<file path="src/rtl/csr_unit.sv">
// csr_unit: machine-mode CSR unit for the RV32I core.
// Implements the Zicsr read/modify/write ops, trap entry, mret, and
// timer/external interrupt arbitration, plus 64-bit cycle/instret counters.
// Ports:
//   i_clk, i_rst                       clock, synchronous active-high reset
//   i_inst, i_wdata, i_csr_en          decoded CSR instruction and rs1 value
//   o_rdata, o_csr_illegal             old CSR value / illegal access (comb.)
//   i_instret                          instruction retired this cycle
//   i_exc_valid, i_exc_cause, i_cur_pc synchronous exception request
//   i_irq_ok, i_mret                   interruptible boundary, mret in execute
//   i_timer_irq, i_ext_irq             level interrupt lines
//   o_redirect_valid, o_redirect_pc    registered one-cycle PC redirect
module csr_unit #(
    parameter logic [31:0] HART_ID     = 32'h0,
    parameter logic [31:0] MTVEC_RESET = 32'h0,
    parameter bit          COUNTERS_EN = 1'b1
) (
    input  logic        i_clk,
    input  logic        i_rst,
    input  logic [31:0] i_inst,
    input  logic [31:0] i_wdata,
    input  logic        i_csr_en,
    output logic [31:0] o_rdata,
    output logic        o_csr_illegal,
    input  logic        i_instret,
    input  logic        i_exc_valid,
    input  logic [3:0]  i_exc_cause,
    input  logic [31:0] i_cur_pc,
    input  logic        i_irq_ok,
    input  logic        i_mret,
    input  logic        i_timer_irq,
    input  logic        i_ext_irq,
    output logic        o_redirect_valid,
    output logic [31:0] o_redirect_pc
);

    logic        r_mie, r_mpie, r_mtie, r_meie, r_mtip, r_meip;
    logic [29:0] r_mtvec_base;
    logic [1:0]  r_mtvec_mode;
    logic [31:0] r_mscratch;
    logic [29:0] r_mepc;
    logic        r_mcause_int;
    logic [3:0]  r_mcause_code;
    logic [63:0] r_mcycle, r_minstret;
    logic        r_redirect_valid;
    logic [31:0] r_redirect_pc;

    logic [11:0] w_addr;
    logic [2:0]  w_funct3;
    logic [4:0]  w_rs1;
    logic [31:0] w_src, w_old, w_new, w_trap_target;
    logic        w_known, w_ro, w_wr_req, w_illegal, w_csr_we;
    logic        w_irq_e, w_irq_t, w_trap, w_trap_int, w_do_mret;
    logic [3:0]  w_trap_code;
    logic        w_unused;

    assign w_addr   = i_inst[31:20];
    assign w_funct3 = i_inst[14:12];
    assign w_rs1    = i_inst[19:15];
    assign w_src    = w_funct3[2] ? {27'b0, w_rs1} : i_wdata;
    assign w_unused = ^{i_inst[11:0], i_cur_pc[1:0]};

    // Current CSR value by address; unknown addresses read 0 and flag illegal.
    always_comb begin
        w_old   = '0;
        w_known = 1'b1;
        w_ro    = 1'b0;
        case (w_addr)
            12'h300: w_old = {19'b0, 2'b11, 3'b0, r_mpie, 3'b0, r_mie, 3'b0};
            12'h304: w_old = {20'b0, r_meie, 3'b0, r_mtie, 7'b0};
            12'h305: w_old = {r_mtvec_base, r_mtvec_mode};
            12'h340: w_old = r_mscratch;
            12'h341: w_old = {r_mepc, 2'b00};
            12'h342: w_old = {r_mcause_int, 27'b0, r_mcause_code};
            12'h344: w_old = {20'b0, r_meip, 3'b0, r_mtip, 7'b0};
            12'hB00: w_old = r_mcycle[31:0];
            12'hB80: w_old = r_mcycle[63:32];
            12'hB02: w_old = r_minstret[31:0];
            12'hB82: w_old = r_minstret[63:32];
            12'hF14: begin
                w_old = HART_ID;
                w_ro  = 1'b1;
            end
            default: w_known = 1'b0;
        endcase
    end

    always_comb begin
        w_new = w_old;
        case (w_funct3[1:0])
            2'b01:   w_new = w_src;
            2'b10:   w_new = w_old | w_src;
            2'b11:   w_new = w_old & ~w_src;
            default: w_new = w_old;
        endcase
    end

    // RS/RC with rs1/zimm == 0 are pure reads.
    assign w_wr_req  = i_csr_en && (w_funct3[1:0] != 2'b00) &&
                       ((w_funct3[1:0] == 2'b01) || (w_rs1 != 5'd0));
    assign w_illegal = i_csr_en && (!w_known || (w_ro && w_wr_req));

    assign o_rdata       = i_csr_en ? w_old : '0;
    assign o_csr_illegal = w_illegal;

    // Event arbitration: exception > external > timer > mret > csr write.
    assign w_irq_e     = r_mie && r_meie && r_meip && i_irq_ok;
    assign w_irq_t     = r_mie && r_mtie && r_mtip && i_irq_ok;
    assign w_trap      = i_exc_valid || w_irq_e || w_irq_t;
    assign w_trap_int  = !i_exc_valid && (w_irq_e || w_irq_t);
    assign w_trap_code = i_exc_valid ? i_exc_cause : (w_irq_e ? 4'd11 : 4'd7);
    assign w_do_mret   = i_mret && !w_trap;
    assign w_csr_we    = w_wr_req && !w_illegal && !w_trap && !i_mret;

    assign w_trap_target = {r_mtvec_base, 2'b00} +
        ((r_mtvec_mode == 2'b01 && w_trap_int) ? {26'b0, w_trap_code, 2'b00} : 32'b0);

    always_ff @(posedge i_clk) begin
        if (i_rst) begin
            r_mie            <= 1'b0;
            r_mpie           <= 1'b0;
            r_mtie           <= 1'b0;
            r_meie           <= 1'b0;
            r_mtip           <= 1'b0;
            r_meip           <= 1'b0;
            r_mtvec_base     <= MTVEC_RESET[31:2];
            r_mtvec_mode     <= MTVEC_RESET[1:0];
            r_mscratch       <= '0;
            r_mepc           <= '0;
            r_mcause_int     <= 1'b0;
            r_mcause_code    <= '0;
            r_mcycle         <= '0;
            r_minstret       <= '0;
            r_redirect_valid <= 1'b0;
            r_redirect_pc    <= '0;
        end else begin
            r_mtip <= i_timer_irq;
            r_meip <= i_ext_irq;

            r_redirect_valid <= w_trap || w_do_mret;
            if (w_trap)
                r_redirect_pc <= w_trap_target;
            else if (w_do_mret)
                r_redirect_pc <= {r_mepc, 2'b00};

            // Free-running increments; a CSR write below replaces them.
            if (COUNTERS_EN) begin
                r_mcycle <= r_mcycle + 64'd1;
                if (i_instret)
                    r_minstret <= r_minstret + 64'd1;
            end

            if (w_trap) begin
                r_mepc        <= i_cur_pc[31:2];
                r_mcause_int  <= w_trap_int;
                r_mcause_code <= w_trap_code;
                r_mpie        <= r_mie;
                r_mie         <= 1'b0;
            end else if (w_do_mret) begin
                r_mie  <= r_mpie;
                r_mpie <= 1'b1;
            end else if (w_csr_we) begin
                case (w_addr)
                    12'h300: begin
                        r_mie  <= w_new[3];
                        r_mpie <= w_new[7];
                    end
                    12'h304: begin
                        r_mtie <= w_new[7];
                        r_meie <= w_new[11];
                    end
                    12'h305: begin
                        r_mtvec_base <= w_new[31:2];
                        r_mtvec_mode <= w_new[1] ? 2'b00 : w_new[1:0];
                    end
                    12'h340: r_mscratch <= w_new;
                    12'h341: r_mepc <= w_new[31:2];
                    12'h342: begin
                        r_mcause_int  <= w_new[31];
                        r_mcause_code <= w_new[3:0];
                    end
                    12'hB00: if (COUNTERS_EN) r_mcycle   <= {r_mcycle[63:32], w_new};
                    12'hB80: if (COUNTERS_EN) r_mcycle   <= {w_new, r_mcycle[31:0]};
                    12'hB02: if (COUNTERS_EN) r_minstret <= {r_minstret[63:32], w_new};
                    12'hB82: if (COUNTERS_EN) r_minstret <= {w_new, r_minstret[31:0]};
                    default: ;
                endcase
            end
        end
    end

    assign o_redirect_valid = r_redirect_valid;
    assign o_redirect_pc    = r_redirect_pc;

endmodule

</file>
<file path="config.mk">
export PLATFORM = sky130hd
export DESIGN_NAME = csr_unit
export DESIGN_NICKNAME = d
export VERILOG_FILES = /design/src/rtl/csr_unit.sv
export SDC_FILE = /design/constraint.sdc
export NUM_CORES = 1
export LEC_CHECK = 0
export ABC_CLOCK_PERIOD_IN_PS = 2900
export CORE_MARGIN = 5
export CORE_UTILIZATION = 41
export DETAILED_ROUTE_END_ITERATION = 10
export GPL_TIMING_DRIVEN = 0
export PLACE_DENSITY_LB_ADDON = 0.3
export SLEW_MARGIN = 10
export SYNTH_ARGS = -nofsm -noshare
export SYNTH_HDL_FRONTEND = slang
export SYNTH_SLANG_ARGS = --single-unit
</file>
<file path="constraint.sdc">
create_clock -name i_clk -period 2.9 [get_ports i_clk]
set_input_delay 0.58 -clock i_clk [delete_from_list [all_inputs] [get_ports i_clk]]
set_output_delay 0.58 -clock i_clk [all_outputs]
set_load 0.005 [all_outputs]
</file>
==> metrics list <==
- Hold Violations, Final: 0
* Post-layout worst setup margin: -0.278 ns
- Slowest-stage cell, CP: nor4b_4
- Antenna diode instance count: 0
- The initial utilization of the core area, before any placement, comes to about two fifths.
- Crit path launch type: primary input
- For this run, the leading register cell type out of synthesis is dfxtp_1.
* Detailed placer's ending HPWL: 79.2 mm
- The netlist uses roughly 110 different library cells.
- The clock drives roughly 260 sinks.
* Clock tree buffer depth: 3
* Cell family with the largest share of critical-path delay: buffers and inverters
- Actual transition at the worst max-transition pin: between 1 and 1.5 ns
- Of all nets on the critical path, the largest fanout is 10.
- For this block, the routed nets add up to 110 mm of wire.
- Power spread over the standard cell area amounts to ~390 nW/um^2.
* Vias in the first global route: between 20k and 25k
* CTS tree: yes
- Setup repair after global routing missed its margin: yes
- Clock latency on the worst-skew pair, taken at its later pin, is 0.58 ns.
* Final Slew Violations: 0
- Final number of setup-violating endpoints: 44
- Width of the die: ~220 um
- The routed design could run at a clock period as short as around 3.2 ns.
- Number of enable-type register cells in the synthesized netlist: 0
* Highest-count cells in the layout ignoring fill and taps: nand2_1, dfxtp_1, a21oi_1
- The run finished, with violations left.
* Buffers on Ports: 150
* Hold/Removal Path Class: reg2reg
* Maximum number of pins on one net before global-route repair: 12
- In this run the static leakage power is about 8.8 nW.
- Detailed Route Iter0 Violations: 3601
- Antenna-violating nets left: 0
- Violations in the final reports: negative setup slack
- Top achievable clock speed: approximately 0.31 GHz
- Post-synthesis cell area: 17300 um^2
- Sequential fraction of the synthesis area: a little under a third
* Type of element capturing the critical path: primary output
* Drt wl/cell: 34.7 um
* Cells along the critical path: buf_8, buf_4, buf_6, buf_12, nor4b_4, and3_1, buf_4, buf_12, a22oi_1, o2111a_2, nor2_2, buf_2
- For this run, the slowest stage of the critical path takes roughly 0.28 ns.
- CTS built an H-tree with a depth of 2.
- Vias after detailed routing: about 22k
- The tool flagged a number of max-cap violations equal to 0.
- Utilization after layout: slightly below 60%
* Total global routing track utilization: 44.6%
* Nets: 2732
- The critical path contains buffers and inverters numbering 7 combined.
- GPL Wtd Cong: 1.04
* Worst-case clock skew: approximately 0.028 ns
- Type of the worst setup path: in2out
* Total placed instance area: about 20000 um^2
* Worst setup timing slack at the placement stage: -1.79 ns
- Congestion Overflow GR: 0
- Buffer cell driving the clock tree root: clkbuf_16
* Syn_area_per_cell: around 7.7 um^2
* Maximum VDD drop: about 0.35 mV
- Clock-pin slew on the worst setup and hold paths: 0.06 ns
- Dividing the detail-routed via count by the number of cells gives roughly 7.0.
- Die Area: 46400 um^2
* Placeable core region: 41900 um^2
* Post-synthesis sequential element count: 263
- Proportion of layout cells with a drive suffix above 1: 25.7%
- After routing the design area is around 24000 um^2.
* Max-slew headroom: 3.60%
- The first detailed-routing pass took 6 iterations.
* Rows: between 70 and 80
- Antenna violations before repair: 3
- For this run, the number of Yosys warnings is 0.
- Num CTS Buffers: 34
* Layout overhead on the synthesized area: 39.8%
* Share of the clock period used by the worst path: 110%
* Share of synthesized flip-flops with an asynchronous set or reset: 0%
- WP data required: around 2.3 ns
* Signal arrival time at the worst endpoint: between 2 and 3 ns
- The die is about 220 um tall.
- Synthesis produced a netlist whose cell count is 2251.
- In the routed design, unresolved DRC markers number 0.
* Wire length of the first global-routing pass: 152 mm
- Ports: between 150 and 200
per-stage QoR:
step | TNS (ns) | hold slack, ns | instances | power [mW]
final | -4.52 | 0.459 | 3178 | 9.41
after CTS | -1.26 | 0.459 | 3130 | 9.23
after global routing | -4.85 | 0.483 | 3178 | 9.50
after detailed placement | -340.08 | 0.451 | 2945 | 4.89
after floorplan | 0 | 0.436 | 2252 | 4.28
after global placement | -369.08 | 0.443 | 2941 | 4.87
routing by layer:
metal  wire length (um)  part of all wire (%)  GRT usage [%]  up-vias
met5                 32                 0.029              0        -
li1                   -                     -              -     9076
met2              43200                    39           62.2     1972
met1              40900                    37           58.3    10575
met3              16100                    15           14.9      533
met4               9910                   9.0           30.1        4
what timing repair did:
action | 4_1_cts | 5_1_grt
setup buffers | 128 | 61
pin swaps | 95 | 91
endpoints found under the setup margin | 289 | 217
cloned | 2 | 0
resized for setup | 519 | 196
hold buffers | 0 | 0
registers in the layout, indices dropped and copies added (netlist names), 4 cells and up:
register and cells:
r_mcycle 64, r_minstret 64, r_mscratch 32, o_redirect_pc 30, r_mepc 30, r_mtvec_base 30
r_mcause_code 4
where the power goes:
| group | internal [mW] | switching [mW] |
|---|---|---|
| Clock | 2.46 | 1.85 |
| Combinational | 0.497 | 0.847 |
| Sequential | 3.68 | 0.0785 |
final cells by class:
cell class              count  area, um^2
clock buffers              52        1030
multi-input cells        1768       12600
clock inverters             7        61.3
repair buffers            339        3150
well taps                 539         674
fillers                  3842       17700
flip-flops and latches    263        5290
plain buffers             182        1260
inverters                  28         105
worst paths after layout:
path | cells after the start | from | slack [ns] | end
setup / recovery | 12 | i_inst[22] | -0.28 | o_rdata[5]
hold reg to reg | 2 | r_mscratch[24] | 0.46 | r_mscratch[24]
hold / removal | 2 | r_mscratch[24] | 0.46 | r_mscratch[24]
setup reg to reg | 9 | r_mtie | 0.03 | r_mcycle[48]
cells in the mapped netlist (all sizes together), types with 7 or more instances:
cell	n	area share [%]
o211ai	14	0.61
nor4	32	1.3
o21a	12	0.52
a22o	12	0.61
inv	27	0.59
a211oi	70	3.0
nand2	258	5.6
nor2b	38	1.4
a32oi	7	0.48
a22oi	62	3.3
a31oi	53	1.9
and3	45	1.7
nor3	60	2.2
xnor2	55	2.8
nor4b	9	0.77
o21ai	119	3.4
nand2b	15	0.54
and2	23	0.83
nand3	83	2.5
xor2	39	2.0
or2	7	0.25
or3	14	0.54
a21o	10	0.43
nor2	201	4.4
and4	22	1.1
a221oi	17	0.90
mux2i	66	3.8
buf	103	3.2
dfxtp	263	30
mux2	20	1.3
clkbuf	89	1.9
nand4	70	2.6
a222oi	7	0.41
o22ai	22	0.80
a21oi	196	5.7
worst min-delay path, delay by kind of cell (launching register included):
kind	cells	cell delay, ns
AND/OR/NAND/NOR	1	0.05
AO/OA/AOI/OAI	1	0.05
flip-flops	1	0.31
kinds of logic (layout without fill, tap and decap cells):
group / after synthesis / in the layout / share of synthesized area (%)
xor gates and xnor gates: 94 / 94 / 4.76
DFF: 263 / 263 / 30.4
AOI/OAI and AO/OA: 668 / 668 / 25.9
buffers and inverters: 221 / 608 / 5.76
and+or+nand+nor: 910 / 910 / 27.3
other: 1 / 2 / 0.0217
muxes: 87 / 87 / 5.25
adders and majority gates: 7 / 7 / 0.550
(Power assumes the default switching activity.)
